File: src/rtl/pacman_pkg.sv
// Shared types and defaults for the Pac-Man game core front end.
package pacman_pkg;

    typedef enum logic [1:0] {
        UP    = 2'b00,
        DOWN  = 2'b01,
        LEFT  = 2'b10,
        RIGHT = 2'b11
    } dir_t;

    typedef enum logic [1:0] {
        IDLE   = 2'b00,
        RUN    = 2'b01,
        FROZEN = 2'b10
    } sched_state_t;

    localparam int WIDTH        = 28;
    localparam int HEIGHT       = 31;
    localparam int DEF_DEPTH    = 4;
    localparam int DEF_TICK_DIV = 4;

    // A divide-by-one counter still needs one bit to exist.
    function automatic int cnt_width(input int div);
        return (div > 1) ? $clog2(div) : 1;
    endfunction

endpackage

File: src/rtl/move_fifo.sv
// Direction command FIFO: DEPTH x dir_t, push/pop/flush, combinational head.
module move_fifo
    import pacman_pkg::*;
#(
    parameter int DEPTH = DEF_DEPTH
) (
    input  logic                     clk,
    input  logic                     rst_n,
    input  logic                     i_push,
    input  logic                     i_pop,
    input  logic                     i_flush,
    input  logic [1:0]               i_din,
    output logic [1:0]               o_head,
    output logic                     o_empty,
    output logic                     o_full,
    output logic [$clog2(DEPTH):0]   o_level
);

    localparam int AW = $clog2(DEPTH);

    dir_t           r_mem [DEPTH];
    logic [AW-1:0]  r_wr;
    logic [AW-1:0]  r_rd;
    logic [AW:0]    r_level;
    logic           w_push;
    logic           w_pop;

    // Flush wins over everything so a freeze never leaves stale entries.
    assign w_push = i_push && !o_full  && !i_flush;
    assign w_pop  = i_pop  && !o_empty && !i_flush;

    always_ff @(posedge clk or negedge rst_n) begin
        if (!rst_n) begin
            r_wr    <= '0;
            r_rd    <= '0;
            r_level <= '0;
        end else if (i_flush) begin
            r_wr    <= '0;
            r_rd    <= '0;
            r_level <= '0;
        end else begin
            if (w_push) r_wr <= r_wr + 1'b1;
            if (w_pop)  r_rd <= r_rd + 1'b1;
            case ({w_push, w_pop})
                2'b10:   r_level <= r_level + 1'b1;
                2'b01:   r_level <= r_level - 1'b1;
                default: r_level <= r_level;
            endcase
        end
    end

    always_ff @(posedge clk) begin
        if (w_push) r_mem[r_wr] <= dir_t'(i_din);
    end

    assign o_head  = r_mem[r_rd];
    assign o_empty = (r_level == '0);
    assign o_full  = (r_level == (AW+1)'(DEPTH));
    assign o_level = r_level;

endmodule

File: src/rtl/pacman_move_sched.sv
// Buffers direction commands and issues one per game tick; freezes on catch.
// Optional feature macro: PACMAN_AUTO_REPEAT_EN (repeat last move on empty tick).
module pacman_move_sched
    import pacman_pkg::*;
#(
    parameter int DEPTH    = DEF_DEPTH,
    parameter int TICK_DIV = DEF_TICK_DIV
) (
    input  logic                    clk,
    input  logic                    rst_n,
    input  logic                    cmd_valid,
    input  logic [1:0]              cmd_dir,
    output logic                    cmd_ready,
    input  logic                    start,
    input  logic                    catch,
    output logic [1:0]              pacman_move,
    output logic                    move_stb,
    output logic [$clog2(DEPTH):0]  fifo_level,
    output logic [1:0]              game_state
);

    localparam int             CW       = cnt_width(TICK_DIV);
    localparam logic [CW-1:0]  CNT_LAST = CW'(TICK_DIV - 1);

    sched_state_t  r_state;
    sched_state_t  w_state_nxt;
    logic [CW-1:0] r_cnt;
    logic [1:0]    r_move;
    logic          r_stb;
    logic          w_tick;
    logic          w_freeze;
    logic          w_push;
    logic          w_pop;
    logic          w_issue;
    logic          w_empty;
    logic          w_full;
    logic [1:0]    w_head;

    always_ff @(posedge clk or negedge rst_n) begin
        if (!rst_n) r_state <= IDLE;
        else        r_state <= w_state_nxt;
    end

    always_comb begin
        w_state_nxt = r_state;
        w_freeze    = 1'b0;
        case (r_state)
            IDLE: begin
                if (catch) begin
                    w_state_nxt = FROZEN;
                    w_freeze    = 1'b1;
                end else if (start) begin
                    w_state_nxt = RUN;
                end
            end
            RUN: begin
                if (catch) begin
                    w_state_nxt = FROZEN;
                    w_freeze    = 1'b1;
                end
            end
            FROZEN:  w_state_nxt = FROZEN;
            default: w_state_nxt = IDLE;
        endcase
    end

    assign w_tick    = (r_state == RUN) && (r_cnt == CNT_LAST);
    assign w_pop     = w_tick && !catch && !w_empty;
    assign cmd_ready = (r_state != FROZEN) && !w_full;
    assign w_push    = cmd_valid && cmd_ready;

`ifdef PACMAN_AUTO_REPEAT_EN
    assign w_issue = w_tick && !catch;
`else
    assign w_issue = w_pop;
`endif

    // Held at zero outside RUN, which also gives the clear on RUN entry.
    always_ff @(posedge clk or negedge rst_n) begin
        if (!rst_n)                 r_cnt <= '0;
        else if (r_state != RUN)    r_cnt <= '0;
        else if (r_cnt == CNT_LAST) r_cnt <= '0;
        else                        r_cnt <= r_cnt + 1'b1;
    end

    always_ff @(posedge clk or negedge rst_n) begin
        if (!rst_n) begin
            r_move <= 2'b00;
            r_stb  <= 1'b0;
        end else begin
            r_stb <= w_issue;
            if (w_pop) r_move <= w_head;
        end
    end

    move_fifo #(
        .DEPTH (DEPTH)
    ) u_fifo (
        .clk     (clk),
        .rst_n   (rst_n),
        .i_push  (w_push),
        .i_pop   (w_pop),
        .i_flush (w_freeze),
        .i_din   (cmd_dir),
        .o_head  (w_head),
        .o_empty (w_empty),
        .o_full  (w_full),
        .o_level (fifo_level)
    );

    assign pacman_move = r_move;
    assign move_stb    = r_stb;
    assign game_state  = r_state;

endmodule

File: config.mk
export PLATFORM = sky130hd
export DESIGN_NAME = pacman_move_sched
export DESIGN_NICKNAME = d
export VERILOG_FILES = /design/src/rtl/pacman_pkg.sv /design/src/rtl/move_fifo.sv /design/src/rtl/pacman_move_sched.sv
export SDC_FILE = /design/constraint.sdc
export NUM_CORES = 1
export LEC_CHECK = 0
export BUFFER_PORTS_ARGS = -buffer_cell sky130_fd_sc_hd__buf_4
export CORE_MARGIN = 3
export CORE_UTILIZATION = 60
export CTS_CLUSTER_SIZE = 30
export DETAILED_ROUTE_END_ITERATION = 8
export PLACE_DENSITY = 0.82
export SYNTH_ARGS = -nofsm -noshare
export SYNTH_HDL_FRONTEND = slang
export SYNTH_HIERARCHICAL = 1
export SYNTH_SLANG_ARGS = --single-unit
File: constraint.sdc
create_clock -name clk -period 4.5 [get_ports clk]
set_clock_uncertainty 0.05 [all_clocks]
set_input_delay 0.225 -clock clk [delete_from_list [all_inputs] [get_ports clk]]
set_output_delay 0.225 -clock clk [all_outputs]
set_load 0.02 [all_outputs]
==> results.py, run 1 <==
metrics = {
    "run_status": {
        "status": "completed",
    },
    "clocking": {
        "post-cts-setup-buffer-count": 0,
        "clockRootBuffer": "clkbuf_4",
        "worstSkewPairLatency_ps": 310,
        "htreeDepth": 1,
        "path_clk_slew_ps": 120,
        "cts_tree": "yes",
        "numCtsBuffers": 3,
        "clock_sinks": 22,
        "clockBufferDepth": 2,
    },
    "critical_path": {
        "r2r_cells": 10,
        "start_kind": "flip-flop",
        "r2r_end": "u_fifo/o_level[1]",
        "cp-endpoint": "u_fifo/o_level[1]",
        "reg2reg_from": "game_state[1]",
        "setup.worst_path.end_class": "flip-flop",
        "required_ps": 4630,
        "crit_type": "reg2reg",
        "crit_path_start": "game_state[1]",
        "critPathMaxFanout": 15,
        "crit_arrival_ps": 2970,
        "rrSetupSlack_ps": 1650,
    },
    "yosys": {
        "ys_seq_area_frac": 0.470,
        "synth.net_count": 127,
        "synthArstFlopShare": 0.636,
        "syn_area_per_cell_um2": 11.5,
        "synth-edff-count": 8,
        "ys_ff_latch": 22,
        "synthFlopType": "dfrtp_1",
        "yosys_warnings": 6,
        "synthCells": 109,
        "syn-cell-area_um2": 1260,
        "post_synth_num_cell_types": 42,
    },
    "die": {
        "start_util": 0.677,
        "die_y_um": 51.8,
        "die-area_um2": 2680,
        "core_um2": 1860,
        "rows": 15,
        "ios": 16,
        "die-width_um": 51.8,
    },
    "power_and_ir_drop": {
        "power_density_nw_per_um2": 448,
        "vdd_drop_max_uv": 310,
        "power_leakage_uw": 0.000632,
    },
    "route": {
        "ant_nets": 0,
        "route.detailed.drc": 0,
        "drt-initial-drc-count": 15,
        "post_drt_wl_per_cell_um": 15.0,
        "drt-total-wl_mm": 2.24,
        "viasPerCell": 5.63,
        "first_pass_iters": 4,
        "vias": 839,
    },
    "finish": {
        "antenna_cells": 0,
        "fill_cells": 128,
        "drive_gt1_frac": 0.250,
        "multi_input_area_um2": 606,
        "area_growth_pct": 11.5,
        "final_common_cell": "buf_4",
        "regArea_um2": 591,
        "final_cell_mix": "buf_4, dfrtp_1, nor2_1, ha_1, edfxtp_1",
        "nNetsFinal": 143,
    },
    "global_route": {
        "grt_pass1_wl_mm": 3.86,
        "grt_max_degree": 16,
        "track_usage": 0.202,
        "grt_pass1_vias": 838,
        "antenna_found_initial": 0,
        "overflow": 0,
    },
    "placed_design": {
        "routabilityCongestion": 0.804,
        "dp_hpwl_mm": 1.69,
        "io_buffers": 15,
        "place_ws_ps": 1670,
    },
    "sta": {
        "finalHoldViolations": 0,
        "tightest_slew_ps": 693,
        "fin_crit_sh": 0.633,
        "layout_setup_ws_ps": 1650,
        "rsz0062_at_grt": "false",
        "finalSetupTns_ps": 0,
        "slew_viol_final": 0,
        "setup_viol": 0,
        "max_slew_margin": 0.537,
        "period_needed_ps": 2850,
        "fmax_ghz": 0.351,
    },
    "hold_path": {
        "min_path_type": "in2reg",
    },
    "job": {
        "maxCapViolations": 0,
    },
}
## through the flow
step           cell area (um2)  total power, uW   util  instances  hold slack (ps)
6_report                  1400              628  0.755        149             63.9
5_1_grt                   1400              680  0.755        149             47.8
4_1_cts                   1400              634  0.755        149             56.6
3_5_place_dp              1370              543  0.735        144             32.5
3_3_place_gp              1370              527  0.735        144             31.6
2_1_floorplan             1260              471      -        109             -121
## cells by family after synthesis
family / count (synthesis) / synth area share
compound gates: 18 / 0.0985
xor+xnor: 4 / 0.0279
fa+ha+maj: 11 / 0.115
buf+inv: 12 / 0.0487
flops: 22 / 0.470
mux: 5 / 0.0617
simple gates: 37 / 0.178
## flip-flops by register name (all words and copies together) (netlist names)
signal and count:
pacman_move 2, u_fifo/r_rd 2, u_fifo/r_wr 2, u_fifo/r_mem 8, u_fifo/o_level 3, game_state 2
r_cnt 2, move_stb 1
## area by class of cell
type | instances | share of cell area
clock buffers | 4 | 0.0187
inverters | 7 | 0.0187
multi-input cells | 75 | 0.432
flip-flops and latches | 22 | 0.421
well taps | 25 | 0.0223
repair buffers | 16 | 0.0874
## repair_timing
| item | 4_1_cts | 5_1_grt |
|---|---|---|
| hold endpoints to repair | 14 | 0 |
| hold buffers | 1 | 0 |
| resized for setup | 0 | 0 |
## worst min path at each step
stage               startpoint            endpoint  slack [ps]  cells after the start
floorplan                rst_n       game_state[0]        -120                      0
global placement         rst_n      pacman_move[0]          30                      1
detailed placement       rst_n      pacman_move[1]          30                      1
CTS                 cmd_dir[0]  u_fifo/r_mem[3][0]          60                      1
global route             catch       game_state[0]          50                      2
finish              cmd_dir[0]  u_fifo/r_mem[0][0]          60                      1
## per-layer routing
layer,track usage,wire [um]
met1,0.237,961
met2,0.335,1140
met3,0.0487,89
met4,0.118,43
met5,0,0
## cells in the mapped netlist (2+ instances only)
master | count | share of area
o21a_1 | 3 | 0.018
nor3_2 | 2 | 0.016
edfxtp_1 | 8 | 0.19
nor2b_1 | 2 | 0.0099
inv_1 | 6 | 0.018
xnor2_1 | 2 | 0.014
nor2_1 | 12 | 0.036
nand2_1 | 2 | 0.0060
mux4_2 | 2 | 0.036
o21ai_0 | 2 | 0.0080
nor3_1 | 2 | 0.0080
mux2_2 | 2 | 0.018
ha_1 | 10 | 0.10
nand2b_1 | 3 | 0.015
a21oi_1 | 4 | 0.016
dfrtp_1 | 14 | 0.28
nand3_1 | 2 | 0.0080
xor2_1 | 2 | 0.014
and2_1 | 6 | 0.030
## worst max-delay path: stages, from the launching register on
cell and delay [ps]:
dfrtp_1 440, inv_1 150, ha_1 280, nand2_2 90
nor3_4 490, nand2b_1 180, nor3_1 240, fa_1 470
o311a_1 130, a21oi_1 130, nor3_1 70
## power by group
group          switching [uW]  internal, uW  total (uW)
Sequential               46.2           238         285
Clock                    56.1          34.6        90.7
Combinational             141           112         253
No activity file was read; power rests on OpenSTA's default activity.
==> run 2, diff against run 1 <==
--- a/config.mk
+++ b/config.mk
@@ -7,10 +7,10 @@
 export LEC_CHECK = 0
 export BUFFER_PORTS_ARGS = -buffer_cell sky130_fd_sc_hd__buf_4
 export CORE_MARGIN = 3
-export CORE_UTILIZATION = 60
+export CORE_UTILIZATION = 51
 export CTS_CLUSTER_SIZE = 30
 export DETAILED_ROUTE_END_ITERATION = 8
-export PLACE_DENSITY = 0.82
+export PLACE_DENSITY = 0.74
 export SYNTH_ARGS = -nofsm -noshare
 export SYNTH_HDL_FRONTEND = slang
 export SYNTH_HIERARCHICAL = 1
==> constraint.sdc (replaced) <==
create_clock -name clk -period 2.3 [get_ports clk]
set_clock_uncertainty 0.05 [all_clocks]
set_input_delay 0.115 -clock clk [delete_from_list [all_inputs] [get_ports clk]]
set_output_delay 0.115 -clock clk [all_outputs]
set_load 0.02 [all_outputs]
==> run 2 against run 1 <==
Largest power group is now combinational cells. Total power up 140%. Hold slack better by 38 ps. Highest routed layer unchanged. Routed wire length up 16%. Die area up 16%. Critical path depth up 1.
==> results.py, run 2 (same netlist as run 1, synthesis figures left out) <==
metrics = {
    "critical_path": {
        "crit_type": "reg2reg",
        "worstPathCellList": "nand2b_4, nor2_4, nor2_4, and2_4, inv_4, nor2_2, nor3_2, fa_1, o311a_1, a21oi_1, nor3_1",
        "crit_slowest_cell": "dfrtp_2",
        "crit_arrival_ps": 2340,
        "setup.worst_path.end_class": "flip-flop",
        "rrSetupSlack_ps": 110,
        "required_ps": 2460,
        "start_kind": "flip-flop",
        "cpPeakStageDelay_ps": 450,
        "cpMostUsedCell": "nor2_4",
        "critPathMaxFanout": 5,
    },
    "route": {
        "viasPerCell": 5.64,
        "route.detailed.drc": 0,
        "ant_nets": 0,
        "post_drt_wl_per_cell_um": 15.6,
        "vias": 942,
        "drt-total-wl_mm": 2.61,
        "first_pass_iters": 4,
        "drt-initial-drc-count": 18,
    },
    "placed_design": {
        "routabilityCongestion": 0.773,
        "io_buffers": 15,
        "dp_hpwl_mm": 1.95,
    },
    "clocking": {
        "clockBufferDepth": 2,
        "htreeDepth": 1,
        "worstSkewPairLatency_ps": 300,
        "clockRootBuffer": "clkbuf_4",
        "cts_tree": "yes",
        "path_clk_slew_ps": 120,
        "numCtsBuffers": 3,
        "clock_sinks": 22,
    },
    "finish": {
        "area_growth_pct": 27.1,
        "antenna_cells": 0,
        "drive_gt1_frac": 0.403,
        "nNetsFinal": 158,
        "multi_input_area_um2": 643,
        "regMostFlops": "u_fifo/r_mem",
        "largest_register_ffs": 8,
        "final_cell_mix": "buf_4, dfrtp_1, nor2_1, ha_1, edfxtp_1",
        "fill_cells": 164,
        "final_common_cell": "buf_4",
        "regArea_um2": 596,
    },
    "global_route": {
        "grt_pass1_wl_mm": 4.26,
        "overflow": 0,
        "grt_pass1_vias": 951,
        "antenna_found_initial": 0,
        "track_usage": 0.178,
        "grt_max_degree": 15,
    },
    "sta": {
        "fin_crit_sh": 0.951,
        "max_slew_margin": 0.774,
        "rsz0062_at_grt": "false",
        "tightest_slew_ps": 336,
        "setup_viol": 0,
        "period_needed_ps": 2190,
        "hold_ws_ps": 102,
        "finalSetupTns_ps": 0,
        "slew_viol_final": 0,
        "fmax_ghz": 0.457,
        "finalHoldViolations": 0,
    },
    "power_and_ir_drop": {
        "total_power_uw": 1490,
        "power_leakage_uw": 0.000723,
        "vdd_drop_max_uv": 694,
        "power_density_nw_per_um2": 931,
    },
    "die": {
        "start_util": 0.553,
        "rows": 17,
        "ios": 16,
        "core_um2": 2280,
        "die-width_um": 55.7,
        "die_y_um": 55.7,
        "die-area_um2": 3100,
    },
    "run_status": {
        "status": "completed",
    },
    "hold_path": {
        "min_path_type": "in2reg",
    },
    "job": {
        "maxCapViolations": 0,
    },
}
## run 2: per-layer routing
metal | vias to the layer above | share of wire | GRT usage
li1 | 439 | - | -
met2 | 22 | 0.56 | 0.323
met4 | 0 | 0.025 | 0.0833
met5 | - | 0 | 0
met1 | 471 | 0.38 | 0.192
met3 | 10 | 0.041 | 0.0441
## run 2: path summary, 6_finish.rpt
check,depth (start not counted),start,to
min in group asynchronous,2,rst_n,u_fifo/o_level[1]
hold reg to reg,1,r_cnt[0],r_cnt[0]
hold / removal,4,start,game_state[1]
setup reg to reg,11,u_fifo/o_level[1],u_fifo/o_level[1]
setup / recovery,11,u_fifo/o_level[1],u_fifo/o_level[1]
max in group asynchronous,2,rst_n,u_fifo/o_level[2]
## run 2: critical path, delay by kind of cell, from the launching register on
kind	cells	cell delay, ps
AOI/OAI and AO/OA	2	250
adders and majority gates	1	430
buffers and inverters	1	60
DFF	1	450
and+or+nand+nor	7	830
## run 2: layout make-up
class | instances | share of cell area
Clock buffer | 3 | 0.0141
Sequential cell | 22 | 0.373
Clock inverter | 1 | 0.0188
Timing Repair Buffer | 31 | 0.152
Tap cell | 28 | 0.0219
Multi-Input combinational cell | 75 | 0.403
Inverter | 7 | 0.0180
## run 2: stage by stage
stage	std cells	cell area (um2)	setup slack (ps)	util
after floorplan	109	1310	-55.3	-
after global placement	155	1470	206	0.647
after detailed placement	155	1470	93.1	0.647
after CTS	163	1570	57.3	0.688
after global routing	167	1600	7.06	0.702
final	167	1600	113	0.702
## run 2: report_power, final
| part | switching, uW | internal (uW) |
|---|---|---|
| clock network | 118 | 176 |
| registers | 61.1 | 471 |
| logic | 351 | 310 |
| total | 530 | 957 |
## run 2: repair_timing
action / in CTS / in global routing
endpoints found under the hold margin: 23 / 0
endpoints found under the setup margin: 0 / 1
gates resized for setup: 0 / 1
hold buffers: 4 / 0
setup buffers: 0 / 4
